## src/rtl/biu_arbiter2.sv

```systemverilog
// Round-robin arbiter sharing one BIU between the data (p0) and instruction (p1) ports.
// Request mux and response routing are combinational; an owner FIFO steers per-beat responses.
module biu_arbiter2 #(
  parameter int DATA_SIZE = 32,
  parameter int ADDR_SIZE = DATA_SIZE
) (
  input  logic                 HRESETn,
  input  logic                 HCLK,

  input  logic                 p0_stb_i,
  input  logic [ADDR_SIZE-1:0] p0_adri_i,
  input  logic [2:0]           p0_size_i,
  input  logic [2:0]           p0_type_i,
  input  logic [2:0]           p0_prot_i,
  input  logic                 p0_lock_i,
  input  logic                 p0_we_i,
  input  logic [DATA_SIZE-1:0] p0_d_i,
  output logic                 p0_stb_ack_o,
  output logic                 p0_d_ack_o,
  output logic                 p0_ack_o,
  output logic                 p0_err_o,
  output logic [DATA_SIZE-1:0] p0_q_o,
  output logic [ADDR_SIZE-1:0] p0_adro_o,

  input  logic                 p1_stb_i,
  input  logic [ADDR_SIZE-1:0] p1_adri_i,
  input  logic [2:0]           p1_size_i,
  input  logic [2:0]           p1_type_i,
  input  logic [2:0]           p1_prot_i,
  input  logic                 p1_lock_i,
  input  logic                 p1_we_i,
  input  logic [DATA_SIZE-1:0] p1_d_i,
  output logic                 p1_stb_ack_o,
  output logic                 p1_d_ack_o,
  output logic                 p1_ack_o,
  output logic                 p1_err_o,
  output logic [DATA_SIZE-1:0] p1_q_o,
  output logic [ADDR_SIZE-1:0] p1_adro_o,

  output logic                 biu_stb_o,
  output logic [ADDR_SIZE-1:0] biu_adri_o,
  output logic [2:0]           biu_size_o,
  output logic [2:0]           biu_type_o,
  output logic [2:0]           biu_prot_o,
  output logic                 biu_lock_o,
  output logic                 biu_we_o,
  output logic [DATA_SIZE-1:0] biu_d_o,
  input  logic                 biu_stb_ack_i,
  input  logic                 biu_d_ack_i,
  input  logic                 biu_ack_i,
  input  logic                 biu_err_i,
  input  logic [DATA_SIZE-1:0] biu_q_i,
  input  logic [ADDR_SIZE-1:0] biu_adro_i
);

  logic            sel_q, sel_d, last_q, last_d, lock_q, lock_d;
  logic            sel;
  logic [3:0]      own_q, own_d;
  logic [3:0][3:0] len_q, len_d;
  logic [1:0]      wptr_q, wptr_d, dptr_q, dptr_d, aptr_q, aptr_d;
  logic [3:0]      dcnt_q, dcnt_d, acnt_q, acnt_d;
  logic [2:0]      cnt_q, cnt_d;
  logic            fifo_full, fifo_empty, push, pop, rsp_ok;
  logic            dack_v, ack_v, err_v, d_own, a_own, d_last, a_last;
  logic [3:0]      push_len;

  function automatic logic [3:0] beats_m1(input logic [2:0] t);
    case (t[2:1])
      2'b00:   beats_m1 = 4'd0;
      2'b01:   beats_m1 = 4'd3;
      2'b10:   beats_m1 = 4'd7;
      default: beats_m1 = 4'd15;
    endcase
  endfunction

  // Selection is frozen while a strobe is waiting for its acknowledge.
  always_comb begin
    sel = sel_q;
    if (!lock_q) begin
      if (p0_stb_i && !p1_stb_i)      sel = 1'b0;
      else if (p1_stb_i && !p0_stb_i) sel = 1'b1;
      else if (p0_stb_i && p1_stb_i)  sel = ~last_q;
    end
  end

  assign fifo_full  = cnt_q[2];
  assign fifo_empty = (cnt_q == 3'd0);

  assign biu_stb_o  = HRESETn & (sel ? p1_stb_i : p0_stb_i) & ~fifo_full;
  assign biu_adri_o = sel ? p1_adri_i : p0_adri_i;
  assign biu_size_o = sel ? p1_size_i : p0_size_i;
  assign biu_type_o = sel ? p1_type_i : p0_type_i;
  assign biu_prot_o = sel ? p1_prot_i : p0_prot_i;
  assign biu_lock_o = sel ? p1_lock_i : p0_lock_i;
  assign biu_we_o   = sel ? p1_we_i   : p0_we_i;
  // Write data follows the d_ack owner, which may lag the current grant.
  assign biu_d_o    = d_own ? p1_d_i : p0_d_i;

  assign push     = HRESETn & biu_stb_ack_i & ~fifo_full;
  assign push_len = beats_m1(biu_type_o);
  assign rsp_ok   = HRESETn & ~fifo_empty;
  assign err_v    = rsp_ok & biu_err_i;
  assign dack_v   = rsp_ok & biu_d_ack_i & ~biu_err_i;
  assign ack_v    = rsp_ok & biu_ack_i & ~biu_err_i;
  assign d_own    = own_q[dptr_q];
  assign a_own    = own_q[aptr_q];
  assign d_last   = (dcnt_q == len_q[dptr_q]);
  assign a_last   = (acnt_q == len_q[aptr_q]);
  assign pop      = ack_v & a_last;

  assign p0_stb_ack_o = HRESETn & biu_stb_ack_i & ~sel;
  assign p1_stb_ack_o = HRESETn & biu_stb_ack_i &  sel;
  assign p0_d_ack_o   = dack_v & ~d_own;
  assign p1_d_ack_o   = dack_v &  d_own;
  assign p0_ack_o     = ack_v  & ~a_own;
  assign p1_ack_o     = ack_v  &  a_own;
  assign p0_err_o     = err_v  & ~a_own;
  assign p1_err_o     = err_v  &  a_own;
  assign p0_q_o       = biu_q_i;
  assign p1_q_o       = biu_q_i;
  assign p0_adro_o    = biu_adro_i;
  assign p1_adro_o    = biu_adro_i;

  always_comb begin
    sel_d  = sel;
    last_d = push ? sel : last_q;
    lock_d = biu_stb_ack_i ? 1'b0 : (biu_stb_o ? 1'b1 : lock_q);
    own_d  = own_q;
    len_d  = len_q;
    wptr_d = wptr_q;
    dptr_d = dptr_q;
    aptr_d = aptr_q;
    dcnt_d = dcnt_q;
    acnt_d = acnt_q;
    cnt_d  = cnt_q;
    if (err_v) begin
      // Flush; a transfer accepted in the same cycle still gets tracked.
      wptr_d = 2'd0;
      dptr_d = 2'd0;
      aptr_d = 2'd0;
      dcnt_d = 4'd0;
      acnt_d = 4'd0;
      cnt_d  = 3'd0;
      if (push) begin
        own_d[0] = sel;
        len_d[0] = push_len;
        wptr_d   = 2'd1;
        cnt_d    = 3'd1;
      end
    end else begin
      if (push) begin
        own_d[wptr_q] = sel;
        len_d[wptr_q] = push_len;
        wptr_d        = wptr_q + 2'd1;
      end
      if (dack_v) begin
        if (d_last) begin
          dcnt_d = 4'd0;
          dptr_d = dptr_q + 2'd1;
        end else begin
          dcnt_d = dcnt_q + 4'd1;
        end
      end
      if (ack_v) begin
        if (a_last) begin
          acnt_d = 4'd0;
          aptr_d = aptr_q + 2'd1;
        end else begin
          acnt_d = acnt_q + 4'd1;
        end
      end
      case ({push, pop})
        2'b10:   cnt_d = cnt_q + 3'd1;
        2'b01:   cnt_d = cnt_q - 3'd1;
        default: cnt_d = cnt_q;
      endcase
    end
  end

  always_ff @(posedge HCLK or negedge HRESETn) begin
    if (!HRESETn) begin
      sel_q  <= 1'b0;
      last_q <= 1'b1;
      lock_q <= 1'b0;
      own_q  <= '0;
      len_q  <= '0;
      wptr_q <= 2'd0;
      dptr_q <= 2'd0;
      aptr_q <= 2'd0;
      dcnt_q <= 4'd0;
      acnt_q <= 4'd0;
      cnt_q  <= 3'd0;
    end else begin
      sel_q  <= sel_d;
      last_q <= last_d;
      lock_q <= lock_d;
      own_q  <= own_d;
      len_q  <= len_d;
      wptr_q <= wptr_d;
      dptr_q <= dptr_d;
      aptr_q <= aptr_d;
      dcnt_q <= dcnt_d;
      acnt_q <= acnt_d;
      cnt_q  <= cnt_d;
    end
  end

  // A BIU response with nothing outstanding is a protocol error upstream.
  a_rsp_outstanding: assert property (@(posedge HCLK) disable iff (!HRESETn)
    (biu_d_ack_i || biu_ack_i || biu_err_i) |-> !fifo_empty);

endmodule

```

## config.mk

```make
export PLATFORM = sky130hd
export DESIGN_NAME = biu_arbiter2
export DESIGN_NICKNAME = d
export VERILOG_FILES = /design/src/rtl/biu_arbiter2.sv
export SDC_FILE = /design/constraint.sdc
export NUM_CORES = 1
export LEC_CHECK = 0
export CAP_MARGIN = 20
export CELL_PAD_IN_SITES_DETAIL_PLACEMENT = 0
export CELL_PAD_IN_SITES_GLOBAL_PLACEMENT = 1
export CORE_AREA = 2 2 168 170
export CTS_CLUSTER_DIAMETER = 100
export DETAILED_ROUTE_END_ITERATION = 16
export DIE_AREA = 0 0 170 172
export DONT_BUFFER_PORTS = 1
export GPL_TIMING_DRIVEN = 0
export PLACE_DENSITY = 0.47
export SLEW_MARGIN = 20
export SYNTH_ARGS = -nofsm -noshare
export SYNTH_HDL_FRONTEND = slang
export SYNTH_SLANG_ARGS = --single-unit
```

## constraint.sdc

```tcl
create_clock -name HCLK -period 2.8 [get_ports HCLK]
set_input_delay 0.7 -clock HCLK [delete_from_list [all_inputs] [get_ports HCLK]]
set_output_delay 0.7 -clock HCLK [all_outputs]
set_load 0.03 [all_outputs]
```

==> results of run 1 <==
==> per-stage QoR <==
step	setup TNS, ns	hold slack [ns]
floorplan	0	0.4044
global placement	-27.74	0.4064
detailed placement	-26.34	0.4062
CTS	0	0.09878
global route	-0.0008467	0.09303
finish	0	0.1047
==> per-layer routing <==
layer	wire [um]	up-vias
met5	0	-
met1	6613	1699
met2	7211	219
met3	906	23
met4	461	0
li1	-	1613
==> synthesized netlist by cell type, types with 2 or more instances <==
| library cell | number |
|---|---|
| nand4_1 | 2 |
| a221oi_1 | 2 |
| buf_2 | 4 |
| and2_1 | 4 |
| ha_1 | 6 |
| nor2b_1 | 2 |
| xor2_1 | 4 |
| or2_2 | 2 |
| nand2b_1 | 2 |
| nor4_1 | 2 |
| dfrtp_1 | 35 |
| nor3_1 | 8 |
| o21ai_0 | 10 |
| nor3b_1 | 2 |
| xnor2_1 | 4 |
| and3_1 | 3 |
| mux2i_1 | 2 |
| o311ai_0 | 2 |
| nand3_1 | 10 |
| buf_4 | 128 |
| xnor2_2 | 2 |
| nor2_1 | 17 |
| mux2_2 | 45 |
| a21oi_1 | 9 |
| mux4_2 | 7 |
| clkbuf_1 | 16 |
| nand2_1 | 158 |
| inv_1 | 6 |
==> cells by family (layout without fill, tap and decap cells) <==
group,Yosys count,count (layout),share of synthesized area [%]
AND/OR/NAND/NOR,219,219,22.96
buffers and inverters,156,168,26.46
multiplexers,56,56,17.77
flip-flops,36,36,22.13
AO/OA/AOI/OAI,35,35,5.832
XOR/XNOR,10,10,2.517
adder cells (fa/ha/maj),7,7,2.333
==> power by group <==
| part | switching, mW | internal, mW | leakage, nW | total (mW) |
|---|---|---|---|---|
| Sequential | 0.202 | 0.731 | 0.457 | 0.933 |
| Combinational | 2.21 | 1.20 | 1.74 | 3.41 |
| Clock | 0.243 | 0.331 | 0.0660 | 0.574 |
==> timing repair <==
action	4_1_cts	5_1_grt
pin swaps	2	1
gates cloned	0	1
setup endpoints to repair	85	70
gates resized for setup	43	41
buffers inserted	3	0
==> cell type report <==
type / instances / area, um2
fillers: 3098 / 22520
multi-input cells: 327 / 2257
plain buffers: 147 / 1115
flip-flops and latches: 36 / 902.1
well taps: 346 / 432.9
clock buffers: 5 / 125.1
repair buffers: 6 / 68.82
inverters: 7 / 28.78
clock inverters: 3 / 23.77
==> state kept, by name, indices dropped and copies added, names as in the netlist, 2 cells and up <==
register / cells
own_q: 4
wptr_q: 2
acnt_q: 4
dptr_q: 2
dcnt_q: 4
cnt_q: 3
aptr_q: 2
len_q: 12
==> final timing paths <==
path	startpoint	end	slack, ns	cells past startpoint
worst max register to register	aptr_q[0]	cnt_q[1]	0.21	9
worst max-delay path	dptr_q[0]	biu_d_o[6]	0.07	4
worst min-delay path	HRESETn	cnt_q[1]	0.10	0
max in group asynchronous	HRESETn	last_q	2.50	0
worst min register to register	last_q	last_q	0.49	2
min in group HCLK	biu_stb_ack_i	lock_q	0.48	1
==> impl_metrics.py, run 1 <==
metrics = {
    "logic_synthesis": {
        "yosysUniqueCellTypes": 53,
        "synth_edf_count": 0,
        "synth_area_leaders": "buf_4 24%, dfrtp_1 21%, nand2_1 15%",
        "syn_avg_cell_area_um2": 7.854,
        "synthArstFlopShare_pct": 100.0,
        "netlist_instances": 519,
        "yosys_most_used_dff": "dfrtp_1",
        "syn_nets": 748,
        "ys_warn_count": 0,
        "synth_seq_cells": 36,
        "synth_area_um2": 4076,
        "ys_seq_area_share_pct": 22.13,
        "yosys.area.top_type_share_pct": 23.57,
        "synth_top_cell_by_area": "buf_4",
    },
    "routing": {
        "drt-pass1-iter-count": 4,
        "drtAntennaViolNets": 0,
        "wl_per_cell_um": 17.32,
        "via_per_inst": 4.052,
        "dr.first_iter.drc_count": 93,
        "num_vias": 3554,
        "drt_wl_total_um": 15190,
        "drc": 0,
    },
    "job": {
        "maxCapViolCount": 0,
    },
    "clock_network": {
        "cts.sinks": 36,
        "cts_tree": "yes",
        "cts.path.max_buffers": 2,
        "ctsRootBufferMaster": "clkbuf_16",
        "path_clk_slew_ns": 0.06,
        "clk_latency_ns": 0.28,
        "cts_hold_buf": 0,
        "cts_buffers": 5,
        "htreeDepth": 2,
    },
    "setup_path": {
        "path_cells": "buf_6 -> mux4_2 -> buf_8 -> mux2_4",
        "critPathTopFamily": "multiplexers",
        "start_kind": "register",
        "worst-path-buf-inv": 2,
        "cp_slowest_stage_delay_ns": 0.67,
        "cp.arrival_ns": 2.03,
        "crit_fanout": 8,
        "crit_required_ns": 2.10,
        "slowest_stage": "mux4_2",
        "crit_type": "reg2out",
        "endpoint_kind": "output pin",
    },
    "global_route": {
        "met3_usage_pct": 1.099,
        "gr-max-usage-layer": "met2",
        "met1_usage_pct": 12.36,
        "grtUsageMet2_pct": 14.89,
        "grt_use_total_pct": 9.146,
        "grt_max_degree": 44,
        "antenna_found_initial": 0,
        "grt_pass1_vias": 3277,
        "grt_overflow": 0,
        "grt_pass1_wl_um": 19960,
    },
    "layout": {
        "stdcell_area_um2": 4954,
        "most-common-layout-cells": "132 x nand2_1, 130 x buf_4, 40 x mux2_2",
        "layout.nets": 759,
        "area_delta_synth_final_pct": 21.52,
        "final_cells": 877,
        "n_antenna_cell": 0,
        "fin_util_pct": 18.03,
        "final_common_cell": "nand2_1",
        "layout-drive-gt1-share_pct": 48.40,
    },
    "die": {
        "rows": 61,
        "fp.dieW_um": 170,
        "dieArea_um2": 29240,
        "die_h_um": 172,
        "start_util_pct": 14.84,
        "pin_count": 434,
        "core-area_um2": 27480,
    },
    "timing": {
        "clock.fmax_mhz": 366.7,
        "worst_pin_slew_ns": 0.8527,
        "fin_crit_ns": 2.727,
        "slew_violations": 0,
        "finClkSkew_ns": 0.007513,
        "timing.final.ws_setup_ns": 0.07280,
        "relSlewSlack_pct": 42.25,
        "hold_viol": 0,
        "finalSetupViolCount": 0,
        "rsz0062_at_grt": "yes",
        "post-route-period-util_pct": 97.40,
    },
    "placement": {
        "place_ws_ns": -0.8788,
        "routabilityCongestion": 0.7403,
        "port_buffers": 0,
        "dp_hpwl_um": 12540,
        "dpl_cell_area_um2": 4524,
        "dp.cells": 867,
    },
    "power_and_ir_drop": {
        "finalPower_mw": 4.920,
        "ir_worst_vdd_mv": 0.2642,
        "p_leak_nw": 2.260,
        "powerDensity_nw_per_um2": 993.3,
    },
    "outcome": {
        "status": "completed",
    },
    "worst_hold_path": {
        "hp-class": "in2async",
    },
}
No activity file was read; power rests on OpenSTA's default activity.
==> inputs of run 2 (changes only) <==
--- a/config.mk
+++ b/config.mk
@@ -5,6 +5,7 @@
 export SDC_FILE = /design/constraint.sdc
 export NUM_CORES = 1
 export LEC_CHECK = 0
+export ABC_AREA = 1
 export CAP_MARGIN = 20
 export CELL_PAD_IN_SITES_DETAIL_PLACEMENT = 0
 export CELL_PAD_IN_SITES_GLOBAL_PLACEMENT = 1
@@ -14,7 +15,7 @@
 export DIE_AREA = 0 0 170 172
 export DONT_BUFFER_PORTS = 1
 export GPL_TIMING_DRIVEN = 0
-export PLACE_DENSITY = 0.47
+export PLACE_DENSITY = 0.48
 export SLEW_MARGIN = 20
 export SYNTH_ARGS = -nofsm -noshare
 export SYNTH_HDL_FRONTEND = slang
==> run 2 against run 1 <==
Die area is the same. Largest power group unchanged. Synthesized cell count is 25% higher. Global-route usage rose by 1.1 points. Fmax grew 1.3%. Area after synthesis hardly changed. Critical endpoint is now biu_d_o[28]. Critical path depth rose by 3. Combinational power is 19% higher. Clock power grew 18%. Non-clock buffer count down 6. Flip-flop and latch count did not move. Largest cell class unchanged.
==> impl_metrics.py, run 2 <==
metrics = {
    "outcome": {
        "status": "completed",
    },
    "routing": {
        "drc": 0,
        "wl_per_cell_um": 16.39,
        "drtAntennaViolNets": 0,
        "num_vias": 3881,
        "via_per_inst": 3.866,
        "drt-pass1-iter-count": 5,
        "dr.first_iter.drc_count": 124,
        "drt_wl_total_um": 16450,
    },
    "logic_synthesis": {
        "netlist_instances": 650,
        "yosys_most_used_dff": "dfrtp_1",
        "synth_common_cells": "309 x nand2_1, 128 x buf_4, 35 x dfrtp_1",
        "synth_top_cell_by_area": "nand2_1",
        "yosys.area.top_type_share_pct": 28.44,
        "ys_seq_area_share_pct": 22.12,
        "syn_nets": 879,
        "ys_warn_count": 0,
        "synth_most_common_cell": "nand2_1",
        "syn_avg_cell_area_um2": 6.275,
        "yosysUniqueCellTypes": 38,
        "synth_area_um2": 4079,
        "synth_seq_cells": 36,
        "synth_edf_count": 0,
        "synth_area_leaders": "nand2_1 28%, buf_4 24%, dfrtp_1 21%",
        "synthArstFlopShare_pct": 100.0,
    },
    "timing": {
        "fin_crit_ns": 2.693,
        "finalSetupViolCount": 0,
        "slew_violations": 0,
        "hold_viol": 0,
        "finClkSkew_ns": 0.004253,
        "timing.final.ws_setup_ns": 0.1072,
        "clock.fmax_mhz": 371.4,
        "rsz0062_at_grt": "yes",
        "post-route-period-util_pct": 96.17,
        "relSlewSlack_pct": 40.44,
        "worst_pin_slew_ns": 0.8874,
    },
    "placement": {
        "dpl_cell_area_um2": 4512,
        "dp_hpwl_um": 14250,
        "place_ws_ns": -0.07975,
        "port_buffers": 0,
        "routabilityCongestion": 0.7968,
    },
    "layout": {
        "final_common_cell": "nand2_1",
        "most-common-layout-cells": "259 x nand2_1, 130 x buf_4, 60 x nand2_2",
        "top_register": "len_q",
        "largest_register_ffs": 12,
        "n_antenna_cell": 0,
        "area_delta_synth_final_pct": 18.99,
        "layout.nets": 886,
        "nFillCells": 3144,
        "stdcell_area_um2": 4853,
        "layout-drive-gt1-share_pct": 38.15,
    },
    "setup_path": {
        "cp_slowest_stage_delay_ns": 0.40,
        "r2r_setup_slack_ns": 0.77,
        "crit_required_ns": 2.10,
        "slowest_stage": "dfrtp_1",
        "path_cells": "clkbuf_4 -> o21ai_0 -> nand2_2 -> inv_2 -> buf_2 -> nand2_1 -> nand2_1",
        "cp.arrival_ns": 1.99,
        "worst-path-buf-inv": 3,
        "crit_top_cell": "nand2_1",
        "start_kind": "register",
        "crit_type": "reg2out",
        "critPathTopFamily": "buffers and inverters",
        "crit_fanout": 10,
        "endpoint_kind": "output pin",
    },
    "power_and_ir_drop": {
        "comb_power_share_pct": 71.4,
        "ir_worst_vdd_mv": 0.2669,
        "p_leak_nw": 2.551,
        "p_clk_share_pct": 12.0,
        "intPower_mw": 2.121,
        "power.sequential.fraction_pct": 16.6,
        "p_switching_mw": 3.547,
        "powerDensity_nw_per_um2": 1168,
        "p_sw_share_pct": 62.58,
    },
    "global_route": {
        "grt_overflow": 0,
        "grt_pass1_vias": 3501,
        "grt_max_degree": 40,
        "grt_pass1_wl_um": 21600,
        "grt_use_total_pct": 10.26,
        "antenna_found_initial": 0,
    },
    "clock_network": {
        "htreeDepth": 2,
        "path_clk_slew_ns": 0.06,
        "cts_buffers": 5,
        "cts.path.max_buffers": 2,
        "cts.sinks": 36,
        "post-cts-setup-buffer-count": 0,
        "clk_latency_ns": 0.29,
        "cts_hold_buf": 0,
        "cts_tree": "yes",
        "ctsRootBufferMaster": "clkbuf_16",
    },
    "die": {
        "pin_count": 434,
        "die_h_um": 172,
        "fp.dieW_um": 170,
        "core-area_um2": 27480,
        "dieArea_um2": 29240,
        "start_util_pct": 14.85,
        "rows": 61,
    },
    "worst_hold_path": {
        "hp-class": "in2async",
    },
    "job": {
        "maxCapViolCount": 0,
    },
}
run 2: power by group through the flow:
| stage | Sequential [mW] | Clock, mW | Combinational, mW |
|---|---|---|---|
| final | 0.939 | 0.679 | 4.05 |
| after global routing | 0.981 | 0.726 | 4.45 |
| after CTS | 0.943 | 0.701 | 4.01 |
| after detailed placement | 0.951 | 0 | 3.90 |
| after global placement | 0.951 | 0 | 3.95 |
| after floorplan | 0.875 | 0 | 3.28 |
run 2: cell families (layout without fill, tap and decap cells):
family	Yosys count	in the layout	share of synthesized area, %
adders and majority gates	7	7	2.331
xor gates and xnor gates	6	6	1.288
DFF	36	36	22.12
and+or+nand+nor	373	373	38.65
AOI/OAI and AO/OA	47	47	6.656
buffers and inverters	181	189	28.96
run 2: final timing paths:
check / start / to / depth (start not counted)
setup / recovery: dptr_q[0] / biu_d_o[28] / 7
setup reg to reg: last_q / len_q[15] / 8
hold / removal: HRESETn / dptr_q[0] / 0
hold reg to reg: last_q / last_q / 2
max in group asynchronous: HRESETn / last_q / 0
min in group HCLK: biu_stb_ack_i / lock_q / 1
run 2: repair_timing:
action                                  in CTS  in global routing
gates resized for setup                     44                 32
pin swaps                                    0                  0
endpoints found under the setup margin      67                 68
run 2: metrics by stage:
| step | hold WS [ns] | utilization (%) | power (mW) | instances | TNS, ns |
|---|---|---|---|---|---|
| 5_1_grt | 0.08936 | 17.66 | 6.162 | 1004 | -0.06968 |
| 3_3_place_gp | 0.4125 | 16.42 | 4.898 | 996 | -0.7069 |
| 2_1_floorplan | 0.4044 | - | 4.153 | 650 | 0 |
| 3_5_place_dp | 0.4130 | 16.42 | 4.851 | 996 | -0.4535 |
| 6_report | 0.1045 | 17.66 | 5.667 | 1004 | 0 |
| 4_1_cts | 0.09792 | 17.43 | 5.658 | 1004 | 0 |
run 2: routing by layer:
metal / vias to the layer above / global-route usage (%) / wire, um
met1: 1710 / 9.275 / 5263
met5: - / 0 / 0
met2: 274 / 21.69 / 9406
met4: 0 / 3.679 / 325
met3: 12 / 2.541 / 1459
li1: 1885 / - / -
run 2: cell type report:
| cell class | instances | area [um2] | share of cell area, % |
|---|---|---|---|
| buffer | 147 | 1081 | 22.27 |
| clock buffer | 5 | 125.1 | 2.578 |
| clock inverter | 3 | 46.29 | 0.9539 |
| inverter | 34 | 127.6 | 2.630 |
| multi-input combinational | 433 | 2138 | 44.06 |
| sequential | 36 | 902.1 | 18.59 |
| tap | 346 | 432.9 | 8.920 |
